`config.mk`:
```
export PLATFORM = sky130hd
export DESIGN_NAME = gate_unit_arbiter
export DESIGN_NICKNAME = d
export VERILOG_FILES = /design/src/rtl/gate_unit_arbiter.sv
export SDC_FILE = /design/constraint.sdc
export NUM_CORES = 1
export LEC_CHECK = 0
export ABC_AREA = 1
export BUFFER_PORTS_ARGS = -buffer_cell sky130_fd_sc_hd__buf_4
export CORE_AREA = 2 2 54 51
export CTS_BUF_LIST = sky130_fd_sc_hd__clkbuf_4 sky130_fd_sc_hd__clkbuf_8 sky130_fd_sc_hd__clkbuf_16
export DETAILED_ROUTE_END_ITERATION = 7
export DIE_AREA = 0 0 56 53
export GPL_ROUTABILITY_DRIVEN = 1
export GPL_TIMING_DRIVEN = 0
export PLACE_DENSITY = 0.75
export SLEW_MARGIN = 40
export SYNTH_ARGS = -nofsm -noshare
export SYNTH_HDL_FRONTEND = slang
export SYNTH_SLANG_ARGS = --single-unit
export TNS_END_PERCENT = 30
```
`constraint.sdc`:
```
create_clock -name clk -period 1.4 [get_ports clk]
set_input_delay 0.07 -clock clk [delete_from_list [all_inputs] [get_ports clk]]
set_output_delay 0.07 -clock clk [all_outputs]
set_load 0.03 [all_outputs]
```
`src/rtl/gate_unit_arbiter.sv`:
```
// gate_unit_arbiter: shares one combinational two-input gate unit between two
// requesters. Arbitrates, drives the gate unit's operands for HOLD_CYCLES cycles,
// samples the selected gate output and returns it on a registered response channel.
// Optional macro GATE_ARB_FIXED_PRIO_EN: fixed priority (req0 wins ties) instead of
// round-robin.
module gate_unit_arbiter #(
    parameter int unsigned HOLD_CYCLES = 1
) (
    input  logic       clk,
    input  logic       rst_n,
    input  logic       req0_valid,
    output logic       req0_ready,
    input  logic       req0_a,
    input  logic       req0_b,
    input  logic [2:0] req0_op,
    input  logic       req1_valid,
    output logic       req1_ready,
    input  logic       req1_a,
    input  logic       req1_b,
    input  logic [2:0] req1_op,
    output logic       gu_a,
    output logic       gu_b,
    input  logic       gu_d,
    input  logic       gu_o,
    input  logic       gu_nt,
    input  logic       gu_nd,
    input  logic       gu_nr,
    input  logic       gu_xr,
    input  logic       gu_xn,
    output logic       rsp_valid,
    input  logic       rsp_ready,
    output logic       rsp_data,
    output logic       rsp_id,
    output logic       rsp_err,
    output logic       busy
);

    localparam logic [1:0] StIdle  = 2'd0;
    localparam logic [1:0] StDrive = 2'd1;
    localparam logic [1:0] StResp  = 2'd2;

    // Counter reload: the accept edge itself starts the first hold cycle.
    localparam logic [7:0] HoldLoad = 8'(HOLD_CYCLES - 1);

    logic [1:0] state_q, state_d;
    logic [7:0] cnt_q, cnt_d;
    logic [2:0] op_q, op_d;
    logic       id_q, id_d;
    logic       last_grant_q, last_grant_d;
    logic       gu_a_q, gu_a_d;
    logic       gu_b_q, gu_b_d;
    logic       rsp_valid_q, rsp_valid_d;
    logic       rsp_data_q, rsp_data_d;
    logic       rsp_id_q, rsp_id_d;
    logic       rsp_err_q, rsp_err_d;

    logic grant;
    logic accept;
    logic gate_sel;

    // Grant selection: a lone requester wins; a tie goes by priority policy.
    always_comb begin
        grant = 1'b0;
        if (req0_valid && !req1_valid) begin
            grant = 1'b0;
        end else if (req1_valid && !req0_valid) begin
            grant = 1'b1;
        end else if (req0_valid && req1_valid) begin
`ifdef GATE_ARB_FIXED_PRIO_EN
            grant = 1'b0;
`else
            grant = ~last_grant_q;
`endif
        end
    end

    assign req0_ready = (state_q == StIdle) && req0_valid && (grant == 1'b0);
    assign req1_ready = (state_q == StIdle) && req1_valid && (grant == 1'b1);
    assign accept     = req0_ready || req1_ready;

    // Pick the gate output addressed by the latched opcode; illegal op reads 0.
    always_comb begin
        gate_sel = 1'b0;
        case (op_q)
            3'd0:    gate_sel = gu_d;
            3'd1:    gate_sel = gu_o;
            3'd2:    gate_sel = gu_nt;
            3'd3:    gate_sel = gu_nd;
            3'd4:    gate_sel = gu_nr;
            3'd5:    gate_sel = gu_xr;
            3'd6:    gate_sel = gu_xn;
            default: gate_sel = 1'b0;
        endcase
    end

    // Next-state logic for the IDLE -> DRIVE -> RESP sequence.
    always_comb begin
        state_d      = state_q;
        cnt_d        = cnt_q;
        op_d         = op_q;
        id_d         = id_q;
        last_grant_d = last_grant_q;
        gu_a_d       = gu_a_q;
        gu_b_d       = gu_b_q;
        rsp_valid_d  = rsp_valid_q;
        rsp_data_d   = rsp_data_q;
        rsp_id_d     = rsp_id_q;
        rsp_err_d    = rsp_err_q;
        case (state_q)
            StIdle: begin
                if (accept) begin
                    op_d         = grant ? req1_op : req0_op;
                    gu_a_d       = grant ? req1_a : req0_a;
                    gu_b_d       = grant ? req1_b : req0_b;
                    id_d         = grant;
                    last_grant_d = grant;
                    cnt_d        = HoldLoad;
                    state_d      = StDrive;
                end
            end
            StDrive: begin
                if (cnt_q == 8'd0) begin
                    rsp_data_d  = (op_q == 3'd7) ? 1'b0 : gate_sel;
                    rsp_err_d   = (op_q == 3'd7);
                    rsp_id_d    = id_q;
                    rsp_valid_d = 1'b1;
                    state_d     = StResp;
                end else begin
                    cnt_d = cnt_q - 8'd1;
                end
            end
            StResp: begin
                if (rsp_ready) begin
                    rsp_valid_d = 1'b0;
                    state_d     = StIdle;
                end
            end
            default: state_d = StIdle;
        endcase
    end

    // State registers; reset discards any in-flight transaction.
    always_ff @(posedge clk or negedge rst_n) begin
        if (!rst_n) begin
            state_q      <= StIdle;
            cnt_q        <= 8'd0;
            op_q         <= 3'd0;
            id_q         <= 1'b0;
            last_grant_q <= 1'b1;
            gu_a_q       <= 1'b0;
            gu_b_q       <= 1'b0;
            rsp_valid_q  <= 1'b0;
            rsp_data_q   <= 1'b0;
            rsp_id_q     <= 1'b0;
            rsp_err_q    <= 1'b0;
        end else begin
            state_q      <= state_d;
            cnt_q        <= cnt_d;
            op_q         <= op_d;
            id_q         <= id_d;
            last_grant_q <= last_grant_d;
            gu_a_q       <= gu_a_d;
            gu_b_q       <= gu_b_d;
            rsp_valid_q  <= rsp_valid_d;
            rsp_data_q   <= rsp_data_d;
            rsp_id_q     <= rsp_id_d;
            rsp_err_q    <= rsp_err_d;
        end
    end

    assign gu_a      = gu_a_q;
    assign gu_b      = gu_b_q;
    assign rsp_valid = rsp_valid_q;
    assign rsp_data  = rsp_data_q;
    assign rsp_id    = rsp_id_q;
    assign rsp_err   = rsp_err_q;
    assign busy      = (state_q != StIdle);

endmodule

```
After elaboration in Yosys (flattened, before gate mapping) --
Index checks and enable logic that the tools add are counted.
Operators by class: muxes and demuxes 18, add/subtract/negate cells 1, reduce and logical (&&, ||, !) cells 21, $lt $le $gt $ge 0, div/mod/pow operators 0, equality and inequality tests 13, multipliers 0, bitwise logic cells 2, shifts and indexed selects 0
Operator list (count):
- 2-to-1 mux 8 bit | 2
- case mux 8 bit (2 select lines) | 1
- equality test 3 bit (second input constant) | 4
- AND reduction 3 bit | 3
- logical NOT 8 bit | 1
- 2-to-1 mux 1 bit | 8
- != test 2 bit (second input constant) | 4
- subtractor 8 x 1 -> 8 bit (second input constant) | 1
- logical AND 1 bit | 7
- case mux 1 bit (7 select lines) | 1
- equality test 3 x 2 -> 1 bit (second input constant) | 2
- 2-to-1 mux 2 bit | 3
- case mux 2 bit (3 select lines) | 1
- nonzero test 2 bit | 3
- AND reduction 2 bit | 2
- equality test 3 x 1 -> 1 bit (second input constant) | 1
- logical NOT 3 bit | 1
- 2-to-1 mux 3 bit | 1
- equality test 2 x 1 -> 1 bit (second input constant) | 1
- equality test 2 bit (second input constant) | 1
- logical NOT 1 bit | 2
- logical NOT 2 bit | 1
- NOT 1 bit | 2
- case mux 1 bit (2 select lines) | 1
- logical OR 1 bit | 1
Storage, ports and cells: input port bits 22, memories kept 0, logic and storage cells 66, bits in latches 0, flip-flop bits (word level) 21, ROM bits 0, output and inout port bits 9, bits in writable memories 0

Depth between registers and ports, before layout --
Gate-level depths: netlist (run 1).
depth after elaboration 9, gate-level depth with buffers 9, gate-level depth less buffers 9

Least setup slack after synthesis (run 1) --
No wires, ideal clock.
path kind flip-flop to flip-flop, start point register last_grant_q, end point register id_q, arrival time 1.292 ns, library setup time 0.148 ns, buffers on the path 0, setup slack -0.039 ns, stages on the path, launching flop included 6, period minus slack after synthesis 1.439 ns, data required time 1.252 ns, cells stage by stage dfstp_2 -> nand2_1 -> nand2_2 -> inv_2 -> nor2_1 -> o21ai_0
On the way: longest elaborated chain between the ends 8, elaborated cells between the ends (all ways) 9, those cells by class mux: 3; bitwise: 2; reduce/logical: 4
Ends and longest elaborated chain:
- start, declared | RTL line 49 | logic last_grant_q, last_grant_d;
- start signal, assigned | RTL line 161 | last_grant_q <= last_grant_d;
- NOT 1 bit | RTL line 72 | grant = ~last_grant_q;
- 2-to-1 mux 1 bit | RTL line 68 | end else if (req0_valid && req1_valid) begin
- 2-to-1 mux 1 bit | RTL line 66 | end else if (req1_valid && !req0_valid) begin
- 2-to-1 mux 1 bit | RTL line 64 | if (req0_valid && !req1_valid) begin
- NOT 1 bit | RTL line 77 | assign req0_ready = (state_q == StIdle) && req0_valid && (grant == 1'b0);
- logical AND 1 bit | RTL line 77
- net req0_ready | RTL line 12 | output logic req0_ready,
- logical OR 1 bit | RTL line 79 | assign accept = req0_ready || req1_ready;
- AND reduction 2 bit (no line)
- end signal, assigned | RTL line 160 | id_q <= id_d;
- end, declared | RTL line 48 | logic id_q, id_d;
The timed path passes the listed nets, and every way through them passes these cells. A chain may end at the register's enable or synchronous reset.

Final worst setup path (run 1) --
start point register last_grant_q, end point output req0_ready
On the way: longest elaborated chain between the ends 6
Ends and longest elaborated chain (RTL line):
- NOT 1 bit | 72
- 2-to-1 mux 1 bit | 68
- 2-to-1 mux 1 bit | 66
- 2-to-1 mux 1 bit | 64
- NOT 1 bit | 77
- logical AND 1 bit | 77
- end, declared | 12
Every way passes these cells.

==> impl_metrics.ini, run 1 <==
[detailed_routing]
maxUsedRoutingLayer = met4
wl_um = 2930
detail-route-antenna-nets = 0
wl_met3_um = 102
vias = 1220
drt_iter0_drc = 45
met2WireLength_um = 1490
drt-met1-wl_um = 1320
wl_per_cell_um = 12.3
post_drt_via_cell_ratio = 5.13
drc = 0
first_pass_iters = 4

[synthesis]
synth_nets = 184
yosysTopAreaCell = dfrtp_1
ys_async_sr_fraction_pct = 100
yosys.cell_count.top_type = nand2_1
ys_ff_latch = 21
syn_avg_cell_area_sq_um = 7.33
syn_area_sq_um = 1170
synth_flop_cell = dfrtp_1
synth_area_leaders = dfrtp_1 43%, nand2_1 16%, nand3_1 6.4%, nor2_1 6.4%, inv_1 5.8%
yosysTopAreaCellShare_pct = 42.7
ys_seq_area_share_pct = 44.9
synth_edf_count = 0
synth_cell_types = 20
synth_common_cells = 50 x nand2_1, 20 x dfrtp_1, 20 x nor2_1
ys_warn_count = 0
synthCells = 160

[die]
rows = 17
die_h_um = 53
ios = 31
core_area_sq_um = 2380
die_w_um = 56
dieArea_sq_um = 2970
start_util_pct = 49.2

[clock_network]
path_clk_slew_ns = 0.11
tritoncts.num_buffers = 3
cts-root-buf = clkbuf_4
clk_latency_ns = 0.30
clk_path_buf_depth = 2
htreeDepth = 1
cts_sinks = 21
cts_tree = done

[sta]
setup_ws_ns = 0.0334
fin_crit_sh_pct = 97.6
min_period_ns = 1.37
fmax_mhz = 732
final.setup_skew_ns = 0.00715
slew-limit-headroom_pct = 80.5
rsz0062_at_grt = yes
tightest_slew_ns = 0.291
finalSetupViolCount = 0
hold_viol_final = 0
finalMaxSlewViolations = 0
fin_tns_setup_ns = 0

[pwr]
clockPowerShare_pct = 7.9
internal_power_mw = 2.06
power_leakage_nw = 0.876
ir_worst_vdd_mv = 1.66
p_switching_mw = 1.98
pwr-share-comb_pct = 63.3
switching_share_pct = 49.0
power_density_nw_per_um2 = 2400
power_frac_seq_pct = 28.8
power_mw = 4.04

[min_path]
hp-class = input pin to flop

[grt]
grt_max_degree = 22
grt_usage_pct = 19.6
grt_pass1_wl_um = 4550
antenna_found_initial = 0
grt_pass1_vias = 1095
grt_overflow = 0

[worst_setup_path]
max_stage_delay_ns = 0.55
path_class = flop to output port
crit_required_ns = 1.33
end_kind = output port
slowest_stage = dfstp_2
critPathMaxFanout = 5
start_kind = flop
rrSetupSlack_ns = 0.04
cp.arrival_ns = 1.30
worst-path-buf-inv = 2
critPathTopFamily = flip-flops
crit_chain = nand2_2 -> nand2_4 -> inv_6 -> nor2_4 -> buf_6

[finish]
layout-drive-gt1-share_pct = 36.7
fin_util_pct = 70.5
antenna_cells = 0
area_growth_pct = 43.3
final_cell_area_sq_um = 1680
nets = 235

[placed_design]
dpl_worst_slack_ns = -0.0279
place_congestion = 0.861
place_area_sq_um = 1440
dpl.hpwl_um = 1880
portBuffers = 30

[flow_run]
maxCapViolations = 0

[run_status]
status = finished, final reports clean
final timing paths:
kind	end	depth (start not counted)	start
max	req0_ready	5	last_grant_q$_DFFE_PN1P_
min	op_q[2]$_DFFE_PN0P_	3	req0_op[2]
max reg2reg	cnt_q[5]$_DFFE_PN0P_	6	cnt_q[3]$_DFFE_PN0P_
min reg2reg	last_grant_q$_DFFE_PN1P_	2	last_grant_q$_DFFE_PN1P_
max in group asynchronous	last_grant_q$_DFFE_PN1P_	2	rst_n
min in group asynchronous	cnt_q[5]$_DFFE_PN0P_	2	rst_n
kinds of logic after synthesis:
logic type,count (synthesis),synth area share [%]
adder cells (fa/ha/maj),2,2.13
AO/OA/AOI/OAI,18,8.22
buffers and inverters,21,7.36
XOR/XNOR,2,1.49
AND/OR/NAND/NOR,96,35.9
flip-flops,21,44.9
sequential cells by signal, indices dropped and copies added, names as in the netlist:
signal        count
op_q              3
rsp_id            1
gu_b              1
id_q              1
state_q           2
gu_a              1
cnt_q             8
rsp_valid         1
last_grant_q      1
rsp_data          1
rsp_err           1
what timing repair did:
item	in CTS	in global routing
gates resized for setup	8	23
pin swaps	1	7
cloned	0	1
setup buffers	3	10
hold endpoints to repair	22	0
hold buffers	2	0
endpoints found under the setup margin	11	14
final cells by class:
type | instances | area (sq um)
fill | 189 | 702
multi-input combinational | 119 | 642
sequential | 21 | 532
timing repair buffer | 45 | 350
inverter | 20 | 80.1
tap | 28 | 35.0
clock buffer | 4 | 30.0
buffer | 1 | 11.3
tightest hold or removal path: cells and delay by family:
family                 cells  cell delay [ns]
AO/OA/AOI/OAI              1             0.07
buffers and inverters      1             0.11
AND/OR/NAND/NOR            1             0.05
per-layer routing:
metal,global-route usage [%],vias up
li1,-,604
met1,24.4,581
met2,34.1,31
met3,3.42,4
met4,7.94,0
met5,0,-
cell usage in the layout (no fill, tap or decap), drive strengths merged:
cell,count
nor3,1
o21ai,13
nand2,55
dfrtp,20
ha,2
nor2,25
dlygate4sd3,2
buf,44
dfstp,1
inv,20
xnor2,1
nand3,15
a31oi,5
clkbuf,4
xor2,1
nand4,1
power groups by stage:
stage	combinational [mW]	sequential (mW)	clock (mW)
2_1_floorplan	1.34	1.25	0
3_3_place_gp	1.93	1.13	0
3_5_place_dp	1.98	1.15	0
4_1_cts	2.09	1.14	0.323
5_1_grt	2.83	1.21	0.361
6_report	2.56	1.16	0.317
metrics by stage:
step | instances | hold WS, ns
2_1_floorplan | 160 | -0.226
3_3_place_gp | 218 | -0.0324
4_1_cts | 227 | 0.0204
3_5_place_dp | 218 | -0.0277
5_1_grt | 238 | 0.0133
6_report | 238 | 0.0224
No activity file was read; power rests on OpenSTA's default activity.
==> run 2: changes to the inputs <==
--- a/config.mk
+++ b/config.mk
@@ -13,7 +13,7 @@
 export DIE_AREA = 0 0 56 53
 export GPL_ROUTABILITY_DRIVEN = 1
 export GPL_TIMING_DRIVEN = 0
-export PLACE_DENSITY = 0.75
+export PLACE_DENSITY_LB_ADDON = 0.1
 export SLEW_MARGIN = 40
 export SYNTH_ARGS = -nofsm -noshare
 export SYNTH_HDL_FRONTEND = slang
==> run 2 against run 1 <==
Against the previous run:
- the run now ends with negative setup slack left
- via count is 1.2% lower
- maximum frequency is 2.8% lower
- total power is 0.34% lower
- largest power group unchanged
- sequential share of layout area hardly changed
- worst setup slack worse by 0.040 ns
- cell area hardly changed
- combinational power hardly changed
- non-clock buffer count is 2 higher
- sequential power hardly changed
- critical path depth is 1 higher
- highest routed layer unchanged
- flip-flop and latch count stayed put
- die area stayed put
==> impl_metrics.ini, run 2 (synthesis gave the netlist of run 1 again) <==
[run_status]
status = finished, violations left
violations = negative setup slack

[clock_network]
path_clk_slew_ns = 0.11
htreeDepth = 1
cts-root-buf = clkbuf_4
cts_tree = done
clk_path_buf_depth = 2
tritoncts.num_buffers = 3
cts_sinks = 21
clk_latency_ns = 0.31

[detailed_routing]
wl_per_cell_um = 12.1
drt_iter0_drc = 30
drc = 0
vias = 1205
post_drt_via_cell_ratio = 5.02
detail-route-antenna-nets = 0
wl_um = 2890
first_pass_iters = 4

[placed_design]
placedCellCount = 218
portBuffers = 30
place_area_sq_um = 1440
dpl.hpwl_um = 1880
place_congestion = 0.820

[finish]
stdcell_count = 240
nets = 237
final_cell_area_sq_um = 1680
area_growth_pct = 43.2
fin_util_pct = 70.5
final_cell_mix = 48 x nand2_1, 43 x buf_4, 16 x nor2_1, 16 x dfrtp_1, 15 x nand3_1
antenna_cells = 0
reg_top3 = cnt_q: 8 flops, op_q: 3 flops, state_q: 2 flops
top_register = cnt_q
final_common_cell = nand2_1
largest_register_ff_count = 8
fillers = 195
layout-drive-gt1-share_pct = 36.3

[min_path]
min_delay_path_depth = 3
hp-class = input pin to flop

[die]
rows = 17
start_util_pct = 49.2
die_h_um = 53
core_area_sq_um = 2380
dieArea_sq_um = 2970
die_w_um = 56
ios = 31

[pwr]
clockPowerShare_pct = 7.7
power_frac_seq_pct = 29.3
pwr-share-comb_pct = 62.9
power_leakage_nw = 0.876
ir_worst_vdd_mv = 1.73
power_mw = 4.02
power_density_nw_per_um2 = 2400
p_switching_mw = 1.94
switching_share_pct = 48.3
internal_power_mw = 2.08

[worst_setup_path]
end_kind = output port
critPathMaxFanout = 5
cp.arrival_ns = 1.34
reg2reg_depth = 7
path_class = flop to output port
start_kind = flop
crit_required_ns = 1.33

[grt]
grt_pass1_wl_um = 4420
grt_max_degree = 22
grt_pass1_vias = 1051
grt_usage_pct = 19.4
grt_overflow = 0
antenna_found_initial = 0

[sta]
finalMaxSlewViolations = 0
slew-limit-headroom_pct = 80.2
rsz0062_at_grt = yes
fin_tns_setup_ns = -0.00626
fmax_mhz = 711
hold_viol_final = 0
finalSetupViolCount = 1
setup_ws_ns = -0.00626
final.setup_skew_ns = 0.00338
min_period_ns = 1.41
fin_crit_sh_pct = 100
tightest_slew_ns = 0.296

[flow_run]
maxCapViolations = 0
-- run 2: cell type report --
class                           instances  area [sq um]  area share (%)
Timing Repair Buffer                   47           365            21.8
Clock buffer                            4          30.0            1.79
Inverter                               20          80.1            4.77
Buffer                                  1          11.3           0.671
Multi-Input combinational cell        119           626            37.3
Tap cell                               28          35.0            2.09
Sequential cell                        21           532            31.7
-- run 2: final timing paths --
check | from | slack (ns) | endpoint
setup reg to reg | cnt_q[0]$_DFFE_PN0P_ | 0.03 | cnt_q[1]$_DFFE_PN0P_
setup / recovery | last_grant_q$_DFFE_PN1P_ | -0.006 | req1_ready
max in group asynchronous | rst_n | 0.96 | last_grant_q$_DFFE_PN1P_
min in group asynchronous | rst_n | 0.17 | rsp_id$_DFFE_PN0P_
hold / removal | req0_a | 0.02 | gu_a$_DFFE_PN0P_
hold reg to reg | rsp_valid$_DFFE_PN0P_ | 0.49 | rsp_valid$_DFFE_PN0P_
-- run 2: timing repair --
| item | in CTS | in global routing |
|---|---|---|
| hold endpoints to repair | 22 | 0 |
| pin swaps | 2 | 8 |
| buffers inserted | 2 | 13 |
| gates resized for setup | 9 | 18 |
| setup endpoints to repair | 13 | 14 |
| cloned | 0 | 1 |
| hold buffers | 2 | 0 |
-- run 2: power by group through the flow --
stage / Sequential [mW] / Clock (mW) / Combinational (mW)
3_5_place_dp: 1.15 / 0 / 1.98
5_1_grt: 1.21 / 0.341 / 2.83
2_1_floorplan: 1.25 / 0 / 1.34
4_1_cts: 1.16 / 0.316 / 2.06
6_report: 1.18 / 0.311 / 2.53
3_3_place_gp: 1.14 / 0 / 1.92
-- run 2: stage by stage --
stage	hold WS [ns]	setup slack (ns)
after floorplan	-0.226	0.120
final	0.0158	-0.00626
after CTS	0.0158	0.000775
after global placement	-0.0293	-0.0356
after detailed placement	-0.0288	-0.0565
after global routing	0.000573	-0.0602
-- run 2: per-layer routing --
layer / routed length [um] / track usage, % / vias to the layer above
li1: - / - / 612
met1: 1290 / 23.8 / 555
met2: 1420 / 35.1 / 30
met3: 125 / 5.13 / 8
met4: 55 / 3.17 / 0
met5: 0 / 0 / -
-- run 2: critical path, cell delays in order, from the launching register on --
cell,delay (ns)
dfstp_2,0.56
nand2_2,0.06
nand2_4,0.07
clkinv_4,0.08
nand2_4,0.09
inv_2,0.04
buf_6,0.12
